===== src/rtl/lift_pkg.sv =====
// Shared lift definitions: command encodings, controller states and floor limits.
package lift_pkg;

  typedef enum logic [1:0] {
    CMD_UP   = 2'b00,
    CMD_DOWN = 2'b01,
    CMD_STAY = 2'b10,
    CMD_RSVD = 2'b11
  } cmd_e;

  typedef enum logic [1:0] {
    ST_IDLE = 2'b00,
    ST_MOVE = 2'b01,
    ST_DOOR = 2'b10,
    ST_FIN  = 2'b11
  } state_e;

  localparam logic [1:0] FLOOR_MIN = 2'd0;
  localparam logic [1:0] FLOOR_MAX = 2'd3;

  function automatic logic cmd_legal(input cmd_e c, input logic [1:0] fl);
    return (c == CMD_UP   && fl != FLOOR_MAX) ||
           (c == CMD_DOWN && fl != FLOOR_MIN) ||
           (c == CMD_STAY);
  endfunction

endpackage


===== src/rtl/lift_cycle_timer.sv =====
// 8-bit down-counter with synchronous load; holds at zero and flags it.
module lift_cycle_timer (
  input  logic       clk,
  input  logic       rst_n,
  input  logic       load_i,
  input  logic [7:0] load_val_i,
  output logic       zero_o
);

  logic [7:0] count_q;

  always_ff @(posedge clk or negedge rst_n) begin
    if (!rst_n) begin
      count_q <= '0;
    end else if (load_i) begin
      count_q <= load_val_i;
    end else if (count_q != '0) begin
      count_q <= count_q - 8'd1;
    end
  end

  assign zero_o = (count_q == '0);

endmodule


===== src/rtl/lift_motion_ctrl.sv =====
// Lift motion controller: IDLE/MOVE/DOOR/FIN sequencing of motor and door drives.
// Optional door re-open on obstruction: define LIFT_DOOR_REOPEN_EN.
module lift_motion_ctrl
  import lift_pkg::*;
#(
  parameter int unsigned TRAVEL_CYC = 8,
  parameter int unsigned DOOR_CYC   = 6
) (
  input  logic       clk,
  input  logic       rst_n,
  input  logic [1:0] cmd,
  input  logic       cmd_valid,
  input  logic       door_obst,
  output logic [1:0] floor,
  output logic       motor_up,
  output logic       motor_dn,
  output logic       door_open,
  output logic       busy,
  output logic       done,
  output logic       cmd_err
);

  localparam logic [7:0] TRAVEL_LD = 8'(TRAVEL_CYC - 1);
  localparam logic [7:0] DOOR_LD   = 8'(DOOR_CYC - 1);

  state_e     state_q;
  logic [1:0] floor_q;
  logic       dir_up_q, err_q;
  logic       motor_up_q, motor_dn_q, door_open_q, busy_q, done_q, cmd_err_q;
  logic       tmr_load_d, tmr_zero, reopen;
  logic [7:0] tmr_val_d;
  cmd_e       cmd_in;

  assign cmd_in = cmd_e'(cmd);

`ifdef LIFT_DOOR_REOPEN_EN
  assign reopen = (state_q == ST_DOOR) && door_obst;
`else
  assign reopen = 1'b0 & door_obst;
`endif

  always_comb begin
    tmr_load_d = 1'b0;
    tmr_val_d  = '0;
    unique case (state_q)
      ST_IDLE: if (cmd_valid) begin
        tmr_load_d = 1'b1;
        if (!cmd_legal(cmd_in, floor_q)) tmr_val_d = '0;
        else if (cmd_in == CMD_STAY)     tmr_val_d = DOOR_LD;
        else                             tmr_val_d = TRAVEL_LD;
      end
      ST_MOVE: if (tmr_zero && !err_q) begin
        tmr_load_d = 1'b1;
        tmr_val_d  = DOOR_LD;
      end
      ST_DOOR: if (reopen) begin
        tmr_load_d = 1'b1;
        tmr_val_d  = DOOR_LD;
      end
      default: ;
    endcase
  end

  lift_cycle_timer u_timer (
    .clk        (clk),
    .rst_n      (rst_n),
    .load_i     (tmr_load_d),
    .load_val_i (tmr_val_d),
    .zero_o     (tmr_zero)
  );

  // A rejected command spends one motor-less MOVE beat (timer preloaded to 0)
  // so its done/cmd_err pulse lands exactly one edge after the accept edge.
  always_ff @(posedge clk or negedge rst_n) begin
    if (!rst_n) begin
      state_q     <= ST_IDLE;
      floor_q     <= FLOOR_MIN;
      dir_up_q    <= 1'b0;
      err_q       <= 1'b0;
      motor_up_q  <= 1'b0;
      motor_dn_q  <= 1'b0;
      door_open_q <= 1'b0;
      busy_q      <= 1'b0;
      done_q      <= 1'b0;
      cmd_err_q   <= 1'b0;
    end else begin
      done_q    <= 1'b0;
      cmd_err_q <= 1'b0;
      unique case (state_q)
        ST_IDLE: if (cmd_valid) begin
          busy_q <= 1'b1;
          if (!cmd_legal(cmd_in, floor_q)) begin
            state_q <= ST_MOVE;
            err_q   <= 1'b1;
          end else if (cmd_in == CMD_STAY) begin
            state_q     <= ST_DOOR;
            door_open_q <= 1'b1;
          end else begin
            state_q    <= ST_MOVE;
            dir_up_q   <= (cmd_in == CMD_UP);
            motor_up_q <= (cmd_in == CMD_UP);
            motor_dn_q <= (cmd_in == CMD_DOWN);
          end
        end
        ST_MOVE: if (tmr_zero) begin
          motor_up_q <= 1'b0;
          motor_dn_q <= 1'b0;
          if (err_q) begin
            state_q   <= ST_FIN;
            err_q     <= 1'b0;
            done_q    <= 1'b1;
            cmd_err_q <= 1'b1;
          end else begin
            state_q     <= ST_DOOR;
            door_open_q <= 1'b1;
            if (dir_up_q && floor_q != FLOOR_MAX)       floor_q <= floor_q + 2'd1;
            else if (!dir_up_q && floor_q != FLOOR_MIN) floor_q <= floor_q - 2'd1;
          end
        end
        ST_DOOR: if (tmr_zero && !reopen) begin
          state_q     <= ST_FIN;
          door_open_q <= 1'b0;
          done_q      <= 1'b1;
        end
        ST_FIN: begin
          state_q <= ST_IDLE;
          busy_q  <= 1'b0;
        end
        default: state_q <= ST_IDLE;
      endcase
    end
  end

  assign floor     = floor_q;
  assign motor_up  = motor_up_q;
  assign motor_dn  = motor_dn_q;
  assign door_open = door_open_q;
  assign busy      = busy_q;
  assign done      = done_q;
  assign cmd_err   = cmd_err_q;

endmodule

===== config.mk =====
export PLATFORM = sky130hd
export DESIGN_NAME = lift_motion_ctrl
export DESIGN_NICKNAME = d
export VERILOG_FILES = /design/src/rtl/lift_pkg.sv /design/src/rtl/lift_cycle_timer.sv /design/src/rtl/lift_motion_ctrl.sv
export SDC_FILE = /design/constraint.sdc
export NUM_CORES = 1
export LEC_CHECK = 0
export ABC_CLOCK_PERIOD_IN_PS = 4470
export BUFFER_PORTS_ARGS = -buffer_cell sky130_fd_sc_hd__buf_2
export CAP_MARGIN = 0
export CORE_UTILIZATION = 40
export DETAILED_ROUTE_END_ITERATION = 7
export SLEW_MARGIN = 10
export SYNTH_ARGS = -nofsm -noshare
export SYNTH_HDL_FRONTEND = slang
export SYNTH_HIERARCHICAL = 1
export SYNTH_SLANG_ARGS = --single-unit

===== constraint.sdc =====
create_clock -name clk -period 4.47 [get_ports clk]
set_input_delay 0.447 -clock clk [delete_from_list [all_inputs] [get_ports clk]]
set_output_delay 0.447 -clock clk [all_outputs]
set_load 0.02 [all_outputs]

==> metrics.txt, run 1 <==
status finished clean; Starting Density 43.12%; largest reg by FF count u_timer/count_q; vias in the first global route 985; FF-to-FF Start u_timer/count_q[0]; DRT iter0 DRCs 48; worst path cell trace inv_1 > ha_1 > or3b_1 > nor2_1 > nand3b_1 > nand2_1 > inv_1 > o311ai_0 > nand3_1; Yosys warnings 6; routed length per instance 12.99 microns; clock tree root driver cell clkbuf_4; max reg flops 8; leakage 0.6187 nW; Syn Area/Cell 8.905 sq um; main flop type after synthesis dfrtp_1; RSZ-0062 raised after global routing false; Cell Rows 19; Post-CTS Setup Inserts 0; area occupied by multi-input gates 671.9 sq um; Seq cells post-synth 20; Post-CTS Hold Fix Bufs 0; top cells by count, synth dfrtp_1 (20), nand2_1 (13), a21oi_1 (10); RD Place Congestion 0.8385; worst-path maximum fanout 13; Port Buffers 12; Cell variety after synth 43; worst-margin pin slew 0.6173 ns; worst hold-check path type primary input to async pin; Buf+Inv Stages, Crit Path 2; Post-Place Setup Slack 1.576 ns; clock slew at reported path FFs 0.12 ns; setup ws final 1.529 ns; Area Overhead vs Synth 10.56%; global-route wire length before repair 4.084 mm; Largest delay share family, worst path simple AND/OR/NAND/NOR gates; Final min period 2.941 ns; io pins 14; Max Clock Freq 340.0 MHz; R2R depth 9; Post-DP Area 0.001313 sq mm; clk_lat worst skew 0.30 ns; pwr dens 589.2 mW/mm^2; CP max stage cell nor2_1; TNS Setup 0 ns; non-filler cells, final 184; top cells by area, synth dfrtp_1 (41%), ha_1 (5.1%), a21oi_1 (4.1%); pin count of the biggest net entering global routing 21; total chip power 0.7948 mW; fin crit share 65.80%; Antenna Cells 0; die area 0.003275 sq mm; r2r setup slk 1.53 ns; clk_skew 0.003848 ns; Routed WL 2.391 mm; WP data required 4.65 ns; share of the synthesized area in the top cell type 41.03%; worst hold slack 0.07647 ns; most frequent cell after synthesis dfrtp_1; Final Instance Area 0.001349 sq mm; final setup fails 0; Vias/cell 5.576; post-route ant nets 0; vias 1,026; die height 57.23 microns; Fillers 276; WS Path Type flip-flop to flip-flop; area leader, netlist dfrtp_1; most frequent CP cell inv_1; reg2reg end u_timer/count_q[6]; register area 500.5 sq um; grt ovf 0; Startpoint Class flip-flop; Seq/Total Area, Yosys 41.03%; CTS resizes 0; max_slew headroom 58.69%; max incr delay on CP 0.53 ns; Max-Cap Viols 0; first-pass iteration count of the detailed router 4; Max VDD drop 0.3017 mV; layout cells sized above 1 13.07%; Crit. End Element flip-flop; Post-DP HPWL 1.724 mm; number of CTS-inserted buffers 3; total number of clock tree sinks 20; CTS tree yes; clock buffer depth 2; Placeable Area 0.002829 sq mm; H-tree levels 1; WP data arrival 3.12 ns; fin util 47.68%; dpl cells 180; Mapped Area 0.001220 sq mm; number of synthesized flops with an enable pin 0; NumNets Final 165; antenna violations before repair 0; Final Hold Viols 0; Cells after Synth 137; gr usage total 15.94%; residual DRC count 0; Final Max Tran Viols 0; die width 57.23 microns; Synth async-reset ratio 100.0%
cell families after synthesis:
kind of cell             count (synthesis)  share of synthesized area, %
buffers and inverters                   15                         5.128
AND/OR/NAND/NOR                         51                         22.36
flip-flops                              20                         41.03
multiplexers                             4                         3.487
AO/OA/AOI/OAI                           40                         21.85
adder cells (fa/ha/maj)                  5                         5.128
other                                    1                        0.3074
XOR/XNOR                                 1                        0.7181
area by class of cell:
cell class	count	area share [%]
multi-input combinational	106	49.81
sequential	20	37.11
timing repair buffer	12	4.453
inverter	11	3.061
tap	31	2.876
clock buffer	4	2.690
worst max-delay path by stage:
stage                             from            endpoint  cells after the start
global route        u_timer/count_q[0]  u_timer/count_q[5]                      8
floorplan           u_timer/count_q[0]  u_timer/count_q[4]                     10
finish              u_timer/count_q[0]  u_timer/count_q[6]                      9
CTS                 u_timer/count_q[0]  u_timer/count_q[6]                      9
global placement    u_timer/count_q[0]  u_timer/count_q[5]                      8
detailed placement  u_timer/count_q[0]  u_timer/count_q[6]                      9
routing by layer:
metal  up-vias  wire length (microns)  GRT usage [%]
li1        523                      -              -
met1       487                   1205          21.01
met2        14                   1117          26.39
met3         2                     51          2.041
met4         0                     17          6.969
met5         -                      0              0
placed cells by master, fill, tap and decap left out, types with 3 or more instances in the layout:
cell      synthesis  routed
nand2_1          13      13
nand3_1           3       3
o21ai_0           6       6
ha_1              5       5
nand3b_1          3       3
dfrtp_1          20      20
o22ai_1           3       3
nor4_1            3       3
buf_2             0      12
nor3_1            5       5
clkbuf_4          0       3
and3b_1           3       3
conb_1            1       5
a21oi_1          10      10
o21ai_1           5       5
inv_1             9       9
o31ai_1           3       3
nor2_1            9       9
where the power goes:
group / internal (mW) / switching, mW / total [mW]
combinational: 0.159 / 0.216 / 0.375
clock: 0.0496 / 0.0567 / 0.106
sequential: 0.246 / 0.0681 / 0.314
Power figures use the tool's default switching activity.
==> run 2: changes to the inputs <==
Settings changed: ABC_CLOCK_PERIOD_IN_PS 4470 to 2680.
Clock period 4.47 ns to 2.68 ns, I/O delays scaled along.
==> run 2 against run 1 <==
Against the previous run: sequential share of layout area decreased by 1.1 points; highest routed layer unchanged; hold slack improved by 0.23 ns; largest cell class unchanged; core utilization increased by 1.5 points; non-clock buffer count increased by 3.
==> metrics.txt, run 2 (same netlist as run 1, synthesis figures left out) <==
status finished clean; die height 57.23 microns (unchanged); max incr delay on CP 0.48 ns (-0.05 ns); fin crit share 85.46% (+20 points); Largest delay share family, worst path simple AND/OR/NAND/NOR gates; max reg flops 8 (unchanged); CTS resizes 0 (unchanged); WP data arrival 2.51 ns (-0.61 ns); RD Place Congestion 0.8554 (+2.0%); worst-path maximum fanout 7 (-6); largest reg by FF count u_timer/count_q; Post-DP HPWL 1.766 mm (+2.5%); Routed WL 2.386 mm (-0.21%); commonest non-fill, non-tap cell in the layout dfrtp_1; Final Instance Area 0.001390 sq mm (+3.1%); worst path cell trace inv_1 > ha_1 > or3b_1 > nor2_1 > nand3b_1 > nand2_1 > inv_1 > a221oi_1; sequential power share 37.5% (-2.0 points); clock slew at reported path FFs 0.13 ns (about the same); max_slew headroom 65.49% (+6.8 points); residual DRC count 0 (unchanged); routed length per instance 12.76 microns (-1.8%); Antenna Cells 0 (unchanged); Net Sw Frac 40.52% (-2.4 points); Placeable Area 0.002829 sq mm (unchanged); most frequent cells in the layout dfrtp_1 (20), nand2_1 (13), buf_2 (12); leakage 0.6406 nW (+3.5%); post-route ant nets 0 (unchanged); TNS Setup 0 ns (unchanged); worst hold-check path type primary input to flip-flop; Startpoint Class flip-flop; pwr dens 1006 mW/mm^2 (+71%); vias 1,019 (-0.68%); Cell Rows 19 (unchanged); Vias/cell 5.449 (-2.3%); clk_skew 0.01282 ns (+0.008975 ns); first-pass iteration count of the detailed router 4 (unchanged); DRT iter0 DRCs 59 (+23%); die width 57.23 microns (unchanged); total number of clock tree sinks 20 (unchanged); number of CTS-inserted buffers 3 (unchanged); CP max stage cell or3b_1; most frequent CP cell inv_1; io pins 14 (unchanged); Starting Density 43.12% (unchanged); Area Overhead vs Synth 13.95%; WS Path Type flip-flop to flip-flop; Fillers 271 (-1.8%); area occupied by multi-input gates 671.9 sq um (unchanged); Cell Int Power 0.8320 mW (+83%); Post-DP Area 0.001328 sq mm (+1.1%); vias in the first global route 1,020 (+3.6%); final setup fails 0 (unchanged); Max VDD drop 0.5150 mV (+71%); CTS tree yes; worst-margin pin slew 0.5129 ns (-0.1044 ns); register area 500.5 sq um (unchanged); net load switching power 0.5668 mW (+66%); global-route wire length before repair 4.236 mm (+3.7%); clk_lat worst skew 0.31 ns (about the same); antenna violations before repair 0 (unchanged); Final Max Tran Viols 0 (unchanged); pin count of the biggest net entering global routing 21 (unchanged); WP data required 2.90 ns (-1.75 ns); logic gate share of total power 44.8% (-2.3 points); Port Buffers 12 (unchanged); Final min period 2.290 ns (-0.6509 ns); Max Clock Freq 436.6 MHz (+28%); H-tree levels 1 (unchanged); Clk pwr share 17.7% (+4.3 points); Crit. End Element flip-flop; Final Hold Viols 0 (unchanged); grt ovf 0 (unchanged); gr usage total 16.57% (+0.63 points); layout cells sized above 1 14.10% (+1.0 points); Max-Cap Viols 0 (unchanged); worst hold slack 0.3090 ns (+0.2326 ns); NumNets Final 168 (+1.8%); clock tree root driver cell clkbuf_4; Buf+Inv Stages, Crit Path 2 (unchanged); clock buffer depth 2 (unchanged); RSZ-0062 raised after global routing false; die area 0.003275 sq mm (unchanged)
## run 2: cell type report
| class | instances | area share (%) |
|---|---|---|
| clock buffer | 3 | 1.620 |
| clock inverter | 1 | 2.160 |
| inverter | 11 | 2.970 |
| multi-input combinational | 106 | 48.33 |
| sequential | 20 | 36.00 |
| tap | 31 | 2.790 |
| timing repair buffer | 15 | 6.121 |
## run 2: worst paths after layout
check                                        start  slack (ns)  depth (start not counted)                  to
worst max-delay path            u_timer/count_q[0]        0.39                          8  u_timer/count_q[5]
worst min-delay path                     cmd_valid        0.31                          3                busy
worst max register to register  u_timer/count_q[0]        0.39                          8  u_timer/count_q[5]
worst min register to register            motor_dn        0.50                          1            motor_dn
max in group asynchronous                    rst_n        1.92                          2            dir_up_q
min in group asynchronous                    rst_n        0.43                          2  u_timer/count_q[6]
## run 2: routing by layer
| layer | vias to the layer above | GRT usage, % | share of wire [%] |
|---|---|---|---|
| met1 | 475 | 21.84 | 50 |
| met3 | 2 | 2.041 | 2.3 |
| li1 | 532 | - | - |
| met4 | 0 | 8.711 | 0.71 |
| met2 | 10 | 26.72 | 47 |
| met5 | - | 0 | 0 |
## run 2: what timing repair did
action / in CTS / in global routing
hold buffers: 1 / 0
hold endpoints to repair: 20 / 0
setup buffers: 0 / 0
## run 2: power groups by stage
stage	registers [mW]	clock network [mW]	logic (mW)
finish	0.524	0.248	0.627
global route	0.538	0.267	0.723
CTS	0.522	0.258	0.636
detailed placement	0.530	0	0.631
global placement	0.520	0	0.622
floorplan	0.535	0	0.474
## run 2: through the flow
step,total power [mW],utilization (%),std cells,setup WS [ns]
floorplan,1.009,-,141,0.3365
global placement,1.142,46.93,182,0.4370
detailed placement,1.160,46.93,182,0.3916
CTS,1.415,49.14,187,0.3881
global route,1.528,49.14,187,0.1994
finish,1.399,49.14,187,0.3898
## run 2: tightest hold or removal path, stage by stage
cell and delay [ns]:
buf_2 0.13, a21oi_1 0.07, o21ai_1 0.11
